<file path="config.mk">
export PLATFORM = sky130hd
export DESIGN_NAME = trunc_sub_serial_flat
export DESIGN_NICKNAME = d
export VERILOG_FILES = /design/src/rtl/trunc_sub_pkg.sv /design/src/rtl/trunc_sub_serial_if.sv /design/src/rtl/trunc_sub_serial_digit.sv /design/src/rtl/trunc_sub_serial.sv /design/src/flat_wrapper.sv
export SDC_FILE = /design/constraint.sdc
export NUM_CORES = 1
export LEC_CHECK = 0
export ABC_AREA = 1
export BUFFER_PORTS_ARGS = -buffer_cell sky130_fd_sc_hd__buf_2
export CORE_ASPECT_RATIO = 0.7
export CORE_MARGIN = 1.5
export CORE_UTILIZATION = 27
export CTS_BUF_LIST = sky130_fd_sc_hd__clkbuf_4 sky130_fd_sc_hd__clkbuf_8 sky130_fd_sc_hd__clkbuf_16
export DETAILED_ROUTE_END_ITERATION = 8
export GPL_TIMING_DRIVEN = 0
export PLACE_DENSITY = 0.44
export SYNTH_ARGS = -nofsm -noshare
export SYNTH_HDL_FRONTEND = slang
export SYNTH_SLANG_ARGS = --single-unit
export TNS_END_PERCENT = 100
</file>
<file path="constraint.sdc">
create_clock -name clk -period 2.95 [get_ports clk]
set_input_delay 0.59 -clock clk [delete_from_list [all_inputs] [get_ports clk]]
set_output_delay 0.59 -clock clk [all_outputs]
set_load 0.01 [all_outputs]
</file>
<file path="src/rtl/trunc_sub_pkg.sv">
// ============================================================================
// Module  : trunc_sub_pkg
// Brief   : Shared types and helpers for the trunc_sub_serial block.
// Revision: 1.0  initial release
// ============================================================================
`default_nettype none

package trunc_sub_pkg;

    typedef enum logic [1:0] {
        IDLE = 2'd0,
        CALC = 2'd1,
        DONE = 2'd2
    } state_e;

    localparam int FILL_ZEROS = 0;
    localparam int FILL_ONES  = 1;

    function automatic int ndig(input int width, input int k, input int digit);
        return (width - k + digit - 1) / digit;
    endfunction

endpackage

`default_nettype wire

</file>
<file path="src/rtl/trunc_sub_serial_if.sv">
// ============================================================================
// Module  : trunc_sub_serial_if
// Brief   : Operand/result handshake bundle; err_out exists only when
//           TRUNC_SUB_ERR_EN is defined.
// Revision: 1.0  initial release
// ============================================================================
`default_nettype none

interface trunc_sub_serial_if #(
    parameter int BIT_WIDTH = 8,
    parameter int K         = 3
);
    logic                 in_valid;
    logic                 in_ready;
    logic [BIT_WIDTH-1:0] a;
    logic [BIT_WIDTH-1:0] b;
    logic                 out_valid;
    logic                 out_ready;
    logic [BIT_WIDTH:0]   out_data;
`ifdef TRUNC_SUB_ERR_EN
    logic signed [K+1:0]  err_out;

    modport master (
        output in_valid, a, b, out_ready,
        input  in_ready, out_valid, out_data, err_out
    );
    modport slave (
        input  in_valid, a, b, out_ready,
        output in_ready, out_valid, out_data, err_out
    );
`else
    modport master (
        output in_valid, a, b, out_ready,
        input  in_ready, out_valid, out_data
    );
    modport slave (
        input  in_valid, a, b, out_ready,
        output in_ready, out_valid, out_data
    );
`endif
endinterface

`default_nettype wire

</file>
<file path="src/rtl/trunc_sub_serial_digit.sv">
// ============================================================================
// Module  : sub_digit
// Brief   : Combinational DIGIT-bit subtractor with borrow-in / borrow-out.
// Revision: 1.0  initial release
// ============================================================================
`default_nettype none

module sub_digit #(
    parameter int DIGIT = 2
) (
    input  wire logic [DIGIT-1:0] a,
    input  wire logic [DIGIT-1:0] b,
    input  wire logic             bin,
    output logic      [DIGIT-1:0] diff,
    output logic                  bout
);

    logic [DIGIT:0] w_full;

    always_comb begin
        w_full = {1'b0, a} - {1'b0, b} - {{DIGIT{1'b0}}, bin};
    end

    assign diff = w_full[DIGIT-1:0];
    assign bout = w_full[DIGIT];

endmodule

`default_nettype wire

</file>
<file path="src/rtl/trunc_sub_serial.sv">
// ============================================================================
// Module  : trunc_sub_serial
// Brief   : Digit-serial truncated approximate subtractor (A-B on bits
//           [BIT_WIDTH-1:K], low K bits filled). Optional macro
//           TRUNC_SUB_ERR_EN adds the signed truncation-error output err_out.
// Revision: 1.0  initial release
// ============================================================================
`default_nettype none

module trunc_sub_serial
    import trunc_sub_pkg::*;
#(
    parameter int BIT_WIDTH = 8,
    parameter int K         = 3,
    parameter int DIGIT     = 2,
    parameter int FILL      = FILL_ZEROS
) (
    input  wire logic         clk,
    input  wire logic         rst_n,
    trunc_sub_serial_if.slave bus
);

    localparam int UW   = BIT_WIDTH - K;
    localparam int NDIG = ndig(BIT_WIDTH, K, DIGIT);
    localparam int PW   = NDIG * DIGIT;
    localparam int CW   = (NDIG > 1) ? $clog2(NDIG) : 1;

    localparam logic       FILL_BIT = (FILL == FILL_ONES);
    localparam logic [1:0] S_IDLE   = IDLE;
    localparam logic [1:0] S_CALC   = CALC;
    localparam logic [1:0] S_DONE   = DONE;

    logic [1:0]         r_state;
    logic [CW-1:0]      r_cnt;
    logic               r_borrow;
    logic [PW-1:0]      r_a_sh;
    logic [PW-1:0]      r_b_sh;
    logic [PW-1:0]      r_res;
    logic [BIT_WIDTH:0] r_out;

    logic [PW-1:0]      w_a_up;
    logic [PW-1:0]      w_b_up;
    logic [DIGIT-1:0]   w_diff;
    logic               w_bout;
    logic [PW-1:0]      w_res_next;
    logic [BIT_WIDTH:0] w_out_next;
    logic               w_last;
    logic               w_accept;
    logic               w_finish;

    // Zero-padding the upper field to a whole number of digits keeps the
    // borrow of a short final digit equal to the borrow out of the true MSB.
    always_comb begin
        w_a_up         = '0;
        w_b_up         = '0;
        w_a_up[UW-1:0] = bus.a[BIT_WIDTH-1:K];
        w_b_up[UW-1:0] = bus.b[BIT_WIDTH-1:K];
    end

    sub_digit #(
        .DIGIT (DIGIT)
    ) u_sub_digit (
        .a    (r_a_sh[DIGIT-1:0]),
        .b    (r_b_sh[DIGIT-1:0]),
        .bin  (r_borrow),
        .diff (w_diff),
        .bout (w_bout)
    );

    // New digits enter at the top and migrate down; after NDIG steps digit 0
    // sits at bit 0 of the result register.
    assign w_res_next = (r_res >> DIGIT) | (PW'(w_diff) << (PW - DIGIT));

    always_comb begin
        w_out_next                  = '0;
        w_out_next[BIT_WIDTH]       = w_bout;
        w_out_next[BIT_WIDTH-1:K]   = w_res_next[UW-1:0];
        for (int i = 0; i < K; i++) begin
            w_out_next[i] = FILL_BIT;
        end
    end

    assign w_last   = (r_cnt == CW'(NDIG - 1));
    assign w_accept = (r_state == S_IDLE) && bus.in_valid;
    assign w_finish = (r_state == S_CALC) && w_last;

    always_ff @(posedge clk or negedge rst_n) begin
        if (!rst_n) begin
            r_state  <= S_IDLE;
            r_cnt    <= '0;
            r_borrow <= 1'b0;
            r_a_sh   <= '0;
            r_b_sh   <= '0;
            r_res    <= '0;
            r_out    <= '0;
        end else begin
            case (r_state)
                S_IDLE: begin
                    if (bus.in_valid) begin
                        r_a_sh   <= w_a_up;
                        r_b_sh   <= w_b_up;
                        r_borrow <= 1'b0;
                        r_cnt    <= '0;
                        r_res    <= '0;
                        r_state  <= S_CALC;
                    end
                end
                S_CALC: begin
                    r_a_sh   <= r_a_sh >> DIGIT;
                    r_b_sh   <= r_b_sh >> DIGIT;
                    r_res    <= w_res_next;
                    r_borrow <= w_bout;
                    r_cnt    <= r_cnt + CW'(1);
                    if (w_last) begin
                        r_out   <= w_out_next;
                        r_state <= S_DONE;
                    end
                end
                S_DONE: begin
                    if (bus.out_ready) begin
                        r_state <= S_IDLE;
                    end
                end
                default: r_state <= S_IDLE;
            endcase
        end
    end

    assign bus.in_ready  = (r_state == S_IDLE);
    assign bus.out_valid = (r_state == S_DONE);
    assign bus.out_data  = r_out;

`ifdef TRUNC_SUB_ERR_EN
    if (K > 0) begin : g_err
        localparam int               FILL_ERR_INT = (FILL == FILL_ONES) ? ((1 << K) - 1) : 0;
        localparam logic signed [K+1:0] FILL_ERR  = FILL_ERR_INT[K+1:0];

        logic [K-1:0]        r_a_lo;
        logic [K-1:0]        r_b_lo;
        logic signed [K+1:0] r_err;
        logic signed [K+1:0] w_err;

        assign w_err = $signed({2'b00, r_a_lo}) - $signed({2'b00, r_b_lo}) - FILL_ERR;

        always_ff @(posedge clk or negedge rst_n) begin
            if (!rst_n) begin
                r_a_lo <= '0;
                r_b_lo <= '0;
                r_err  <= '0;
            end else begin
                if (w_accept) begin
                    r_a_lo <= bus.a[K-1:0];
                    r_b_lo <= bus.b[K-1:0];
                end
                if (w_finish) begin
                    r_err <= w_err;
                end
            end
        end

        assign bus.err_out = r_err;
    end else begin : g_err_k0
        assign bus.err_out = '0;
    end
`else
    if (K > 0) begin : g_lo_sink
        logic w_unused_lo;
        assign w_unused_lo = ^{bus.a[K-1:0], bus.b[K-1:0], w_accept};
    end else begin : g_acc_sink
        logic w_unused_acc;
        assign w_unused_acc = w_accept;
    end
`endif

endmodule

`default_nettype wire

</file>
<file path="src/flat_wrapper.sv">
// flat-port wrapper written by rule: the top's interface ports become plain ports
module trunc_sub_serial_flat import trunc_sub_pkg::*;
#(
    parameter int BIT_WIDTH = 8,
    parameter int K         = 3,
    parameter int DIGIT     = 2,
    parameter int FILL      = FILL_ZEROS
)
  (clk, rst_n, bus_in_valid, bus_a, bus_b, bus_out_ready, bus_in_ready, bus_out_valid, bus_out_data);
  trunc_sub_serial_if #(.BIT_WIDTH(BIT_WIDTH), .K(K)) bus_i ();
  input  wire logic clk;
  input  wire logic rst_n;
  input wire logic [$bits(bus_i.in_valid)-1:0] bus_in_valid;
  input wire logic [$bits(bus_i.a)-1:0] bus_a;
  input wire logic [$bits(bus_i.b)-1:0] bus_b;
  input wire logic [$bits(bus_i.out_ready)-1:0] bus_out_ready;
  output wire logic [$bits(bus_i.in_ready)-1:0] bus_in_ready;
  output wire logic [$bits(bus_i.out_valid)-1:0] bus_out_valid;
  output wire logic [$bits(bus_i.out_data)-1:0] bus_out_data;
  assign bus_i.in_valid = bus_in_valid;
  assign bus_i.a = bus_a;
  assign bus_i.b = bus_b;
  assign bus_i.out_ready = bus_out_ready;
  assign bus_in_ready = bus_i.in_ready;
  assign bus_out_valid = bus_i.out_valid;
  assign bus_out_data = bus_i.out_data;
  trunc_sub_serial #(.BIT_WIDTH(BIT_WIDTH), .K(K), .DIGIT(DIGIT), .FILL(FILL)) u_core (.clk(clk), .rst_n(rst_n), .bus(bus_i));
endmodule
</file>
### Word-level counts from Yosys, hierarchy flattened

Cells that the tools add are included.

| cells by class | value |
|---|---|
| add/subtract/negate cells | 3 |
| equal/unequal tests | 6 |
| muxes and demuxes | 14 |
| bitwise operators | 1 |
| reductions and logical operators | 5 |

Operator list:

| cell | number |
|---|---|
| $pmux W6 S2 | 3 |
| $mux W6 | 3 |
| $mux W2 | 4 |
| $or A4 B6 Y6 | 1 |
| $pmux W2 S3 | 1 |
| $eq A2 B2 Y1 const B | 2 |
| $ne A2 B2 Y1 const B | 2 |
| $pmux W2 S2 | 1 |
| $reduce_and A2 Y1 | 2 |
| $reduce_and A3 Y1 | 1 |
| $sub A2 B2 Y3 | 1 |
| $sub A3 B1 Y3 | 1 |
| $add A2 B1 Y2 const B | 1 |
| $eq A2 B1 Y1 const B | 1 |
| $logic_not A2 Y1 | 1 |
| $ne A2 B1 Y1 const B | 1 |
| $pmux W1 S2 | 1 |
| $reduce_bool A2 Y1 | 1 |
| $mux W1 | 1 |

| word-level totals | value |
|---|---|
| bits in registers | 29 |
| input bits | 20 |
| output and inout bits | 11 |
| logic and storage cells | 36 |

### Longest topological paths before layout

Gate-level depths: netlist of the first run.

| depth | value |
|---|---|
| depth in word-level cells | 4 |
| gate-level depth with buffers | 8 |
| mapped depth without buffers | 8 |

### By module

Synthesis of the first run repeated with hierarchy kept, for this count alone.

| second synthesis, totals | value |
|---|---|
| cells, all modules | 139 |
| area, all modules | 1169.9 um^2 |

Modules (own cells, without submodules):

| module | times used | cells an instance | area an instance (um^2) | seq. area each (um^2) |
|---|---|---|---|---|
| trunc_sub_serial | 1 | 131 | 1107.3 | 625.6 |
| sub_digit | 1 | 8 | 62.6 | 0.0 |

### Least setup slack after synthesis of the first run

No wires, ideal clock.

| timing path | value |
|---|---|
| path kind | reg-to-reg |
| from | reg u_core.r_b_sh[0] |
| to | reg u_core.r_res[5] |
| setup time | 76 ps |
| arrival time | 1771 ps |
| required time | 2874 ps |
| slack | 1103 ps |
| stages on the path, launching flop included | 8 |
| buffers on the path | 0 |
| period minus slack after synthesis | 1847 ps |
| path through | dfrtp_1 inv_1 fa_1 inv_1 ha_1 nor2_1 fa_1 o21ai_1 |

| on the way | value |
|---|---|
| word-level cells in the longest chain between the ends | 4 |

RTL lines:

| item | line | RTL |
|---|---|---|
| start: declaration | trunc_sub_serial.sv:37 | `logic [PW-1:0] r_b_sh;` |
| start signal: assignment | trunc_sub_serial.sv:101 | `r_b_sh <= w_b_up;` |
| start signal: assignment | trunc_sub_serial.sv:110 | `r_b_sh <= r_b_sh >> DIGIT;` |
| $sub A2 B2 Y3 | trunc_sub_serial_digit.sv:21 | `w_full = {1'b0, a} - {1'b0, b} - {{DIGIT{1'b0}}, bin};` |
| $sub A3 B1 Y3 | trunc_sub_serial_digit.sv:21 |  |
| $or A4 B6 Y6 | trunc_sub_serial.sv:72 | `assign w_res_next = (r_res >> DIGIT) \| (PW'(w_diff) << (PW - DIGIT));` |
| $pmux W6 S2 | trunc_sub_serial.sv:97 | `case (r_state)` |
| end signal: assignment | trunc_sub_serial.sv:111 | `r_res <= w_res_next;` |
| end: declaration | trunc_sub_serial.sv:38 | `logic [PW-1:0] r_res;` |

Every way passes these cells.
A chain may end at the register's enable or synchronous reset.

### Worst setup path after layout of the first run

Ends and elaborated chain as after synthesis.

==> metrics.md, run 1 <==
| Metric | Value |
|---|---|
| CTS hold repair buffers | 0 |
| Clock skew | 7.32 ps |
| 1st-pass router iterations | 4 |
| Fin crit share | about two thirds |
| Sw Ratio | between 40% and 50% |
| Die height | roughly 60 um |
| Largest cells by area after synthesis | dfrtp_1 (51%), nand2_1 (11%), nand3_1 (10%) |
| Min Clock Period, post-route | 1940 ps |
| Core box area | between 0.004 and 0.005 sq mm |
| Worst vdd ir | 0.385 mV |
| H-tree depth | 1 |
| Net Sw Power | slightly below 700 uW |
| Gpl congestion | 0.759 |
| Dominant cell type by area after synthesis | dfrtp_1 |
| PortBufs | 21 |
| Clock sink count | 25 |
| Synth Area in XOR/XNOR | less than 1% |
| Leak Pwr | 0.000786 uW |
| Syn Area/Cell | between 8 and 9 sq um |
| Vias | roughly 970 |
| Main combinational cell family by area after synthesis | simple AND/OR/NAND/NOR gates |
| Power density over the cells | between 1000 and 1500 mW/mm^2 |
| Post_cts resized | 0 |
| Flop pwr share | 35.5% |
| Post-DR wirelength/cell | 11.6 um |
| Worst Setup End Kind | flip-flop |
| Synth top cells by count | nand2_1 (35), dfrtp_1 (25), nand3_1 (25) |
| Detail Placement HPWL | approximately 1900 um |
| Adder-Cell Fraction of Synth Area | about 6.4% |
| Number of setup violations in the final report | 0 |
| Initial antenna violation count | 0 |
| Setup CP Type | reg -> reg |
| Post-synth top area share | 51.3% |
| DIE WIDTH | roughly 83 um |
| CTS tree | done |
| Layout cells sized above 1 | between 20% and 30% |
| Max transition margin | 61.8% |
| Setup tns final | 0 ps |
| Critical Path AT | roughly 2100 ps |
| Status | finished clean |
| Clk buf depth | 2 |
| Max-Cap Viols | 0 |
| IO Count | 31 |
| FFs w/ async S/R, synth | between 90% and 100% |
| Hold Path Class | in -> async |
| Finished Core Util | between 30% and 40% |
| Comb power frac | ~50% |
| Clk_lat worst skew | between 200 and 300 ps |
| Post-synth EDFFs | 0 |
| Placed Area | between 0.001 and 0.0015 sq mm |
| FP Rows | 20 |
| Vias in the first global route | ~960 |
| CTS root buf | clkbuf_8 |
| Critical Path RT | 3160 ps |
| Post-CTS setup buffer count | 0 |
| Top-count cell post-synth | nand2_1 |
| Cells after Synth | around 140 |
| Remaining global-route overflow | 0 |
| RSZ-0062 raised after global routing | no |
| # nets final | between 150 and 200 |
| Initial Util | between 20% and 30% |
| TritonCTS Buffers | 3 |
| Sequential element share of the synthesized area | between 50% and 60% |
| Diodes inserted | 0 |
| Yosys warning total | 0 |
| Clock transition at path regs | 90 ps |
| Global-route wire length before repair | between 4000 and 5000 um |
| Synth Cell Area | 0.00122 sq mm |
| Remaining antenna violation count | 0 |
| Full die area | a little under 0.005 sq mm |
| Pins Over Slew Limit | 0 |
| Internal power | ~910 uW |
| Flop and latch count out of synthesis | 25 |
| Peak Freq | 0.516 GHz |
| Least-Margin Pin Slew | roughly 570 ps |
| Total Wirelength | 2600 um |
| Clk pwr share | a little over an eighth |
| 1st-iter DRT viols | 87 |
| Vias per cell | around 4.3 |
| Startpoint types | flip-flop |
| GRT Total Usage | 12.0% |
| Largest net degree at the start of global routing | 26 |
| Fraction of the mapped netlist area in compound gates | under 10% |
| P&R area growth vs syn | 18.9% |
| Synth cell types | 17 |
| Simple-gate share of the synthesized area | about a quarter |
| Hold Fails Final Rpt | 0 |
| Design Area, Final | approximately 0.0014 sq mm |
| Worst-path fanout max | 2 |
| Post-synthesis mux area share | 0% |
| # DRC | 0 |
| Top_reg_cell synth | dfrtp_1 |
-- layer usage --
| layer | vias up | global-route usage, % | routed length, um | share of wire [%] |
|---|---|---|---|---|
| met5 | - | 0 | 0 | 0 |
| met4 | 0 | 2.14 | 11 | 0.42 |
| met3 | 2 | 3.62 | 109 | 4.2 |
| met2 | 17 | 18.1 | 1090 | 42 |
| met1 | 455 | 17.4 | 1390 | 53 |
| li1 | 493 | - | - | - |
-- cells by family after synthesis --
group | Yosys count
AO/OA/AOI/OAI | 14
XOR/XNOR | 1
adder cells (fa/ha/maj) | 5
buffers and inverters | 29
flip-flops | 25
other | 1
AND/OR/NAND/NOR | 67
-- per-stage QoR --
stage          setup WS [ps]  instances  power, uW  hold slack, ps
3_5_place_dp            1020        220       1410             463
5_1_grt                  875        224       1780             361
4_1_cts                  983        224       1630             329
3_3_place_gp            1010        220       1390             459
2_1_floorplan           1100        144       1170             294
6_report                1010        224       1610             309
-- cell usage in the layout, fill, tap and decap left out --
cell and count:
nand2_1 35, buf_2 22, xor2_1 1, nand2_2 1
ha_1 3, clkbuf_4 1, fa_1 2, nand2_4 1
inv_1 20, o31ai_1 1, inv_2 2, nand3_1 25
clkbuf_8 3, buf_4 6, nor2_2 2, conb_1 3
o21ai_1 13, nor2_1 3, dfrtp_1 25
-- worst max-delay path, cell delays in order (launching register included) --
cell,delay [ps]
dfrtp_1,360
inv_1,60
fa_1,560
inv_1,50
ha_1,180
nor2_1,110
fa_1,430
o21ai_1,130
-- power by group through the flow --
stage | Clock [uW] | Sequential, uW | Combinational (uW)
after floorplan | 0 | 580 | 593
after global placement | 0 | 573 | 817
after detailed placement | 0 | 579 | 829
after CTS | 220 | 573 | 842
after global routing | 236 | 586 | 962
final | 213 | 570 | 824
-- cell type report --
cell class | count | area, sq um
Fill cell | 480 | 2880
Sequential cell | 25 | 626
Multi-Input combinational cell | 90 | 468
Timing Repair Buffer | 21 | 105
Inverter | 22 | 82.6
Tap cell | 55 | 68.8
Buffer | 7 | 50.0
Clock buffer | 4 | 48.8
-- final timing paths --
path	start	end	slack, ps	cells past startpoint
worst max register to register	u_core.r_b_sh[0]	u_core.r_res[5]	1010	7
worst min-delay path	rst_n	u_core.r_res[4]	310	1
min in group clk	u_core.bus.out_data[5]	u_core.bus.out_data[5]	480	2
max in group asynchronous	rst_n	u_core.r_a_sh[3]	2260	1
worst min register to register	u_core.bus.out_data[5]	u_core.bus.out_data[5]	480	2
worst max-delay path	u_core.r_b_sh[0]	u_core.r_res[5]	1010	7
-- flip-flops by register name (all words and copies together), names as in the netlist --
register	count
u_core.r_a_sh	5
u_core.r_cnt	2
u_core.bus.out_data	6
u_core.r_res	4
u_core.r_borrow	1
u_core.r_b_sh	5
u_core.r_state	2
Note: power is estimated with default switching activity, not from simulation.
==> run 2: changes to the inputs <==
PLACE_DENSITY = 0.46   (was 0.44)
clock period = 1.6 ns   (was 2.95 ns; I/O delays follow)
==> run 2 against run 1 <==
The run now ends with setup timing left. Clock-buffer cell count stayed put. Routed wire length is 6.0% higher. Combinational power is 100% higher. Power is 95% higher. Cell area is 2.4% higher. Critical path type unchanged. Largest power group unchanged. Highest routed layer is now met3.
==> metrics.md, run 2 (synthesis results as in run 1) <==
| Metric | Value |
|---|---|
| Peak Freq | 0.533 GHz (was 0.516 GHz) |
| Multi-input logic area | 495 sq um (was 468 sq um) |
| IO Count | 31 (unchanged) |
| Least-Margin Pin Slew | 579 ps (was 573 ps) |
| GRT Total Usage | 12.6% (was 12.0%) |
| Final worst slack | -275 ps (was 1010 ps) |
| Setup tns final | -681 ps (was 0 ps) |
| Remaining antenna violation count | 0 (unchanged) |
| Critical Path RT | 1800 ps (was 3160 ps) |
| R2r worst-path depth | 7 (unchanged) |
| Layout cells sized above 1 | 27.1% (was 22.5%) |
| 1st-pass router iterations | 4 (unchanged) |
| Max-Cap Viols | 0 (unchanged) |
| Clock transition at path regs | 90 ps (about the same) |
| Hold Fails Final Rpt | 0 (unchanged) |
| Power density over the cells | 2110 mW/mm^2 (was 1110 mW/mm^2) |
| Final Power | 3130 uW (was 1610 uW) |
| Total Wirelength | 2760 um (was 2600 um) |
| Failing checks | setup timing |
| H-tree depth | 1 (unchanged) |
| Min Clock Period, post-route | 1870 ps (was 1940 ps) |
| Reg area | 626 sq um (unchanged) |
| Fillers | 459 (was 480) |
| Diodes inserted | 0 (unchanged) |
| Setup CP Type | reg -> reg (unchanged) |
| Pins Over Slew Limit | 0 (unchanged) |
| FP Rows | 20 (unchanged) |
| DIE WIDTH | 83.3 um (unchanged) |
| PortBufs | 21 (unchanged) |
| Full die area | 0.00493 sq mm (unchanged) |
| Clock sink count | 25 (unchanged) |
| Internal power | 1760 uW (was 911 uW) |
| Critical Path AT | 2080 ps (was 2140 ps) |
| DP Cell Count | 220 (unchanged) |
| Largest net degree at the start of global routing | 26 (unchanged) |
| Status | complete, but fails checks (was finished clean) |
| Leak Pwr | 0.000792 uW (was 0.000786 uW) |
| CTS root buf | clkbuf_8 (unchanged) |
| Max FFs per register | 6 (unchanged) |
| Global-route wire length before repair | 4870 um (was 4620 um) |
| Max transition margin | 61.4% (was 61.8%) |
| Comb power frac | 52.9% (was 51.3%) |
| Detail Placement HPWL | 1960 um (was 1880 um) |
| Clk_lat worst skew | 270 ps (about the same) |
| Net Sw Power | 1370 uW (was 696 uW) |
| CTS hold repair buffers | 0 (unchanged) |
| Post-DR wirelength/cell | 12.3 um (was 11.6 um) |
| Clk pwr share | 12.7% (was 13.3%) |
| TritonCTS Buffers | 3 (unchanged) |
| Startpoint types | flip-flop (unchanged) |
| Post-Layout Cell Count | 225 (was 224) |
| RSZ-0062 raised after global routing | yes (was no) |
| Clk buf depth | 2 (unchanged) |
| Die height | 59.2 um (unchanged) |
| Initial antenna violation count | 0 (unchanged) |
| Hold Path Class | in -> async (unchanged) |
| Worst vdd ir | 0.742 mV (was 0.385 mV) |
| Worst Setup End Kind | flip-flop (unchanged) |
| Most common cell after layout, fill and taps aside | nand2_1 (unchanged) |
| Core box area | 0.00433 sq mm (unchanged) |
| Worst-path fanout max | 2 (unchanged) |
| Hold_ws | 40.5 ps (was 309 ps) |
| Clock skew | 1.22 ps (was 7.32 ps) |
| 1st-iter DRT viols | 35 (was 87) |
| Initial Util | 28.2% (unchanged) |
| CTS tree | done (unchanged) |
| Flop pwr share | 34.4% (was 35.5%) |
| Vias | 969 (was 967) |
| P&R area growth vs syn | 21.8% (was 18.9%) |
| Sw Ratio | 43.7% (was 43.3%) |
| Number of setup violations in the final report | 3 (was 0) |
| # DRC | 0 (unchanged) |
| # nets final | 196 (was 195) |
| Fin crit share | 117% (was 65.7%) |
| Gpl congestion | 0.732 (was 0.759) |
| Worst slack, placed | -323 ps (was 1020 ps) |
| Commonest cells after routing, fill and taps aside | nand2_1 (34), nand3_1 (25), dfrtp_1 (25) (was nand2_1 (35), nand3_1 (25), dfrtp_1 (25)) |
| Vias per cell | 4.31 (was 4.32) |
| Vias in the first global route | 1,049 (was 959) |
| Remaining global-route overflow | 0 (unchanged) |
run 2: per-layer routing:
metal / up-vias / GRT usage [%] / share of wire (%)
li1: 496 / - / -
met1: 451 / 16.2 / 52
met5: - / 0 / 0
met4: 0 / 2.38 / 0
met2: 22 / 21.3 / 43
met3: 0 / 4.32 / 4.7
run 2: final timing paths:
kind | start | endpoint | slack (ps)
min in group clk | bus_out_ready | u_core.r_state[1] | 240
hold reg to reg | u_core.bus.out_data[6] | u_core.bus.out_data[6] | 480
hold / removal | rst_n | u_core.r_cnt[1] | 40
max in group asynchronous | rst_n | u_core.r_borrow | 1180
setup / recovery | u_core.r_borrow | u_core.r_res[5] | -270
setup reg to reg | u_core.r_borrow | u_core.r_res[5] | -270
run 2: what timing repair did:
action	in CTS	in global routing
endpoints found under the setup margin	5	6
setup buffers	1	0
resized for setup	3	3
pin swaps	5	2
run 2: power groups by stage:
stage	Sequential [uW]	Combinational (uW)	Clock (uW)
global route	1110	1960	436
global placement	1060	1520	0
finish	1080	1660	397
CTS	1070	1630	409
floorplan	1070	1120	0
detailed placement	1080	1550	0
run 2: critical path: stages (launching register included):
cell and delay [ps]:
dfrtp_1 350, inv_2 50, fa_1 550, inv_1 50
ha_2 190, nor2_4 80, fa_1 420, o21ai_1 120
run 2: cell type report:
type                    count  share of cell area [%]
plain buffers               7                    3.37
clock buffers               4                    3.29
inverters                  22                    5.56
multi-input cells          90                    33.4
flip-flops and latches     25                    42.2
well taps                  55                    4.64
repair buffers             22                    7.59
run 2: metrics by stage:
step,util [%],area (sq um)
after detailed placement,32.5,1410
after global placement,32.5,1410
after CTS,33.9,1470
final,34.3,1480
after global routing,34.3,1480
after floorplan,-,1230
==> run 3: changes to the inputs <==
SYNTH_HIERARCHICAL = 1   (was default)
==> run 3 against run 2 <==
Clock power is 4% lower. The flow now finishes without violations. Power fell by 12%. Combinational power is 21% lower. Cell area fell by 4.5%. Clock skew hardly changed. Die area down 3.8%. Non-clock buffer count up 3. Largest cell class unchanged. Critical path depth fell by 4. Area after synthesis decreased by 4.0%. Worst setup slack gained 360 ps. Synthesized cell count is 2.1% lower. Critical path type is now reg -> out.
==> metrics.md, run 3 <==
| Metric | Value |
|---|---|
| Final Power | 2740 uW (was 3130 uW) |
| RSZ-0062 raised after global routing | yes (unchanged) |
| Detail Placement HPWL | 1760 um (was 1960 um) |
| Hold Fails Final Rpt | 0 (unchanged) |
| Flop-to-flop setup slack | 100 ps (was -270 ps) |
| DIE WIDTH | 81.7 um (was 83.3 um) |
| H-tree depth | 1 (unchanged) |
| Clock skew | 1.70 ps (was 1.22 ps) |
| FP Rows | 19 (was 20) |
| Worst-path fanout max | 10 (was 2) |
| Vias | 921 (was 969) |
| Hold Path Class | in -> async (unchanged) |
| Initial antenna violation count | 0 (unchanged) |
| Vias per cell | 4.19 (was 4.31) |
| CTS root buf | clkbuf_8 (unchanged) |
| Fin crit share | 94.5% (was 117%) |
| Worst vdd ir | 0.593 mV (was 0.742 mV) |
| Gpl congestion | 0.706 (was 0.732) |
| FF-to-FF Start | u_core/r_b_sh[0] (was u_core.r_borrow) |
| Post-synth EDFFs | 0 (unchanged) |
| Critical Path RT | 1280 ps (was 1800 ps) |
| R2R Path End | u_core/r_res[5] (was u_core.r_res[5]) |
| Largest net degree at the start of global routing | 26 (unchanged) |
| Status | finished clean (was complete, but fails checks) |
| Total Wirelength | 2430 um (was 2760 um) |
| Pins Over Slew Limit | 0 (unchanged) |
| 1st-iter DRT viols | 28 (was 35) |
| Clk_lat worst skew | 260 ps (was 270 ps) |
| Synth Cell Area | 0.00117 sq mm (was 0.00122 sq mm) |
| Min Clock Period, post-route | 1510 ps (was 1870 ps) |
| GRT Total Usage | 11.9% (was 12.6%) |
| Max FFs per register | 6 (unchanged) |
| Fillers | 441 (was 459) |
| 1st-pass router iterations | 4 (unchanged) |
| Post-synth top area share | 53.5% (was 51.3%) |
| Flop and latch count out of synthesis | 25 (unchanged) |
| Leak Pwr | 0.000773 uW (was 0.000792 uW) |
| P&R area growth vs syn | 21.2% (was 21.8%) |
| Setup tns final | 0 ps (was -681 ps) |
| Clock transition at path regs | 80 ps (was 90 ps) |
| Cells after Synth | 139 (was 142) |
| Max transition margin | 62.2% (was 61.4%) |
| TritonCTS Buffers | 3 (unchanged) |
| IO Count | 31 (unchanged) |
| Placed Area | 0.00135 sq mm (was 0.00141 sq mm) |
| Remaining global-route overflow | 0 (unchanged) |
| Max-Cap Viols | 0 (unchanged) |
| Least-Margin Pin Slew | 567 ps (was 579 ps) |
| Top-count cell post-synth | nand2_1 (unchanged) |
| Synth top cells by count | nand2_1 (39), dfrtp_1 (25), inv_1 (22) (was nand2_1 (35), dfrtp_1 (25), nand3_1 (25)) |
| Syn Area/Cell | 8.42 sq um (was 8.58 sq um) |
| # nets final | 192 (was 196) |
| Remaining antenna violation count | 0 (unchanged) |
| Synth cell types | 19 (was 17) |
| Number of setup violations in the final report | 0 (was 3) |
| Commonest cells after routing, fill and taps aside | nand2_1 (39), buf_2 (25), dfrtp_1 (25) (was nand2_1 (34), nand3_1 (25), dfrtp_1 (25)) |
| Peak Freq | 0.662 GHz (was 0.533 GHz) |
| Largest cells by area after synthesis | dfrtp_1 (53%), nand2_1 (13%), inv_1 (7.1%) (was dfrtp_1 (51%), nand2_1 (11%), nand3_1 (10%)) |
| Clk buf depth | 2 (unchanged) |
| Setup CP Type | reg -> out (was reg -> reg) |
| Global-route wire length before repair | 4270 um (was 4870 um) |
| Yosys warning total | 6 (was 0) |
| Die height | 58.1 um (was 59.2 um) |
| Vias in the first global route | 942 (was 1,049) |
| Startpoint types | flip-flop (unchanged) |
| FFs w/ async S/R, synth | 100% (unchanged) |
| Most common cell after layout, fill and taps aside | nand2_1 (unchanged) |
| Worst Setup End Kind | output port (was flip-flop) |
| Hold_ws | 40.7 ps (was 40.5 ps) |
| # DRC | 0 (unchanged) |
| CTS tree | done (unchanged) |
| Top_reg_cell synth | dfrtp_1 (unchanged) |
| Clock sink count | 25 (unchanged) |
| CP Launch Point | u_core/r_state[0] (was u_core.r_borrow) |
| R2r worst-path depth | 7 (unchanged) |
| Diodes inserted | 0 (unchanged) |
| Full die area | 0.00474 sq mm (was 0.00493 sq mm) |
| Design Area, Final | 0.00142 sq mm (was 0.00148 sq mm) |
| Power density over the cells | 1930 mW/mm^2 (was 2110 mW/mm^2) |
| PortBufs | 21 (unchanged) |
| Dominant cell type by area after synthesis | dfrtp_1 (unchanged) |
| Sequential element share of the synthesized area | 53.5% (was 51.3%) |
| Core box area | 0.00404 sq mm (was 0.00433 sq mm) |
| Post-DR wirelength/cell | 11.1 um (was 12.3 um) |
| Critical Path AT | 1190 ps (was 2080 ps) |
| Layout cells sized above 1 | 26.2% (was 27.1%) |
| Initial Util | 28.9% (was 28.2%) |
## run 3: cell count changes after synthesis, moves of 2 or more
cell / before / now
buf_4: 6 / 3
ha_1: 3 / 1
nand3_1: 25 / 16
nand2_1: 35 / 39
inv_1: 20 / 22
buf_2: 1 / 4
clkbuf_1: 0 / 2
## run 3: worst max-delay path by stage
stage	end	slack (ps)	cells past startpoint
detailed placement	u_core/r_res[5]	40	6
CTS	u_core/r_res[5]	5	6
floorplan	u_core/r_res[5]	120	6
finish	bus_out_valid	90	3
global placement	u_core/r_res[5]	20	6
global route	bus_in_ready	-3	3
## run 3: what timing repair did
action | 4_1_cts | 5_1_grt
pin swaps | 0 | 2
hold buffers | 0 | 0
setup endpoints to repair | 2 | 3
setup buffers | 0 | 2
gates resized for setup | 1 | 6
## run 3: where the power goes
group | switching (uW) | total (uW) | internal, uW
clock | 186 | 381 | 195
combinational | 807 | 1310 | 502
sequential | 148 | 1050 | 904
total | 1140 | 2740 | 1600
## run 3: layout make-up
type                    count  area (sq um)  share of cell area (%)
flip-flops and latches     25           626                    44.1
repair buffers             23           120                    8.47
plain buffers               9          53.8                    3.80
inverters                  24          90.1                    6.35
well taps                  52          65.1                    4.59
clock buffers               4          48.8                    3.44
multi-input cells          83           414                    29.2
## run 3: kinds of logic after synthesis
| logic type | Yosys count | synth area share [%] |
|---|---|---|
| compound gates | 16 | 7.17 |
| fa+ha+maj | 3 | 4.49 |
| buf+inv | 33 | 12.0 |
| flops | 25 | 53.5 |
| other cells | 1 | 0.321 |
| simple gates | 61 | 22.6 |
## run 3: layer usage
| metal | global-route usage, % | wire length, um |
|---|---|---|
| met3 | 3.31 | 101 |
| met1 | 18.0 | 1270 |
| met5 | 0 | 0 |
| met2 | 16.4 | 1050 |
| met4 | 3.63 | 14 |
## run 3: worst max-delay path: stages (launching register included)
cell      delay [ps]
dfrtp_1          450
clkbuf_4         220
nor2_1           120
buf_2            130
## run 3: through the flow
step                instances  setup slack (ps)  utilization, %
floorplan                 141               124               -
global placement          214              22.7            33.3
detailed placement        214              37.7            33.3
CTS                       218              4.91            34.6
global route              220             -2.59            35.1
finish                    220              88.7            35.1
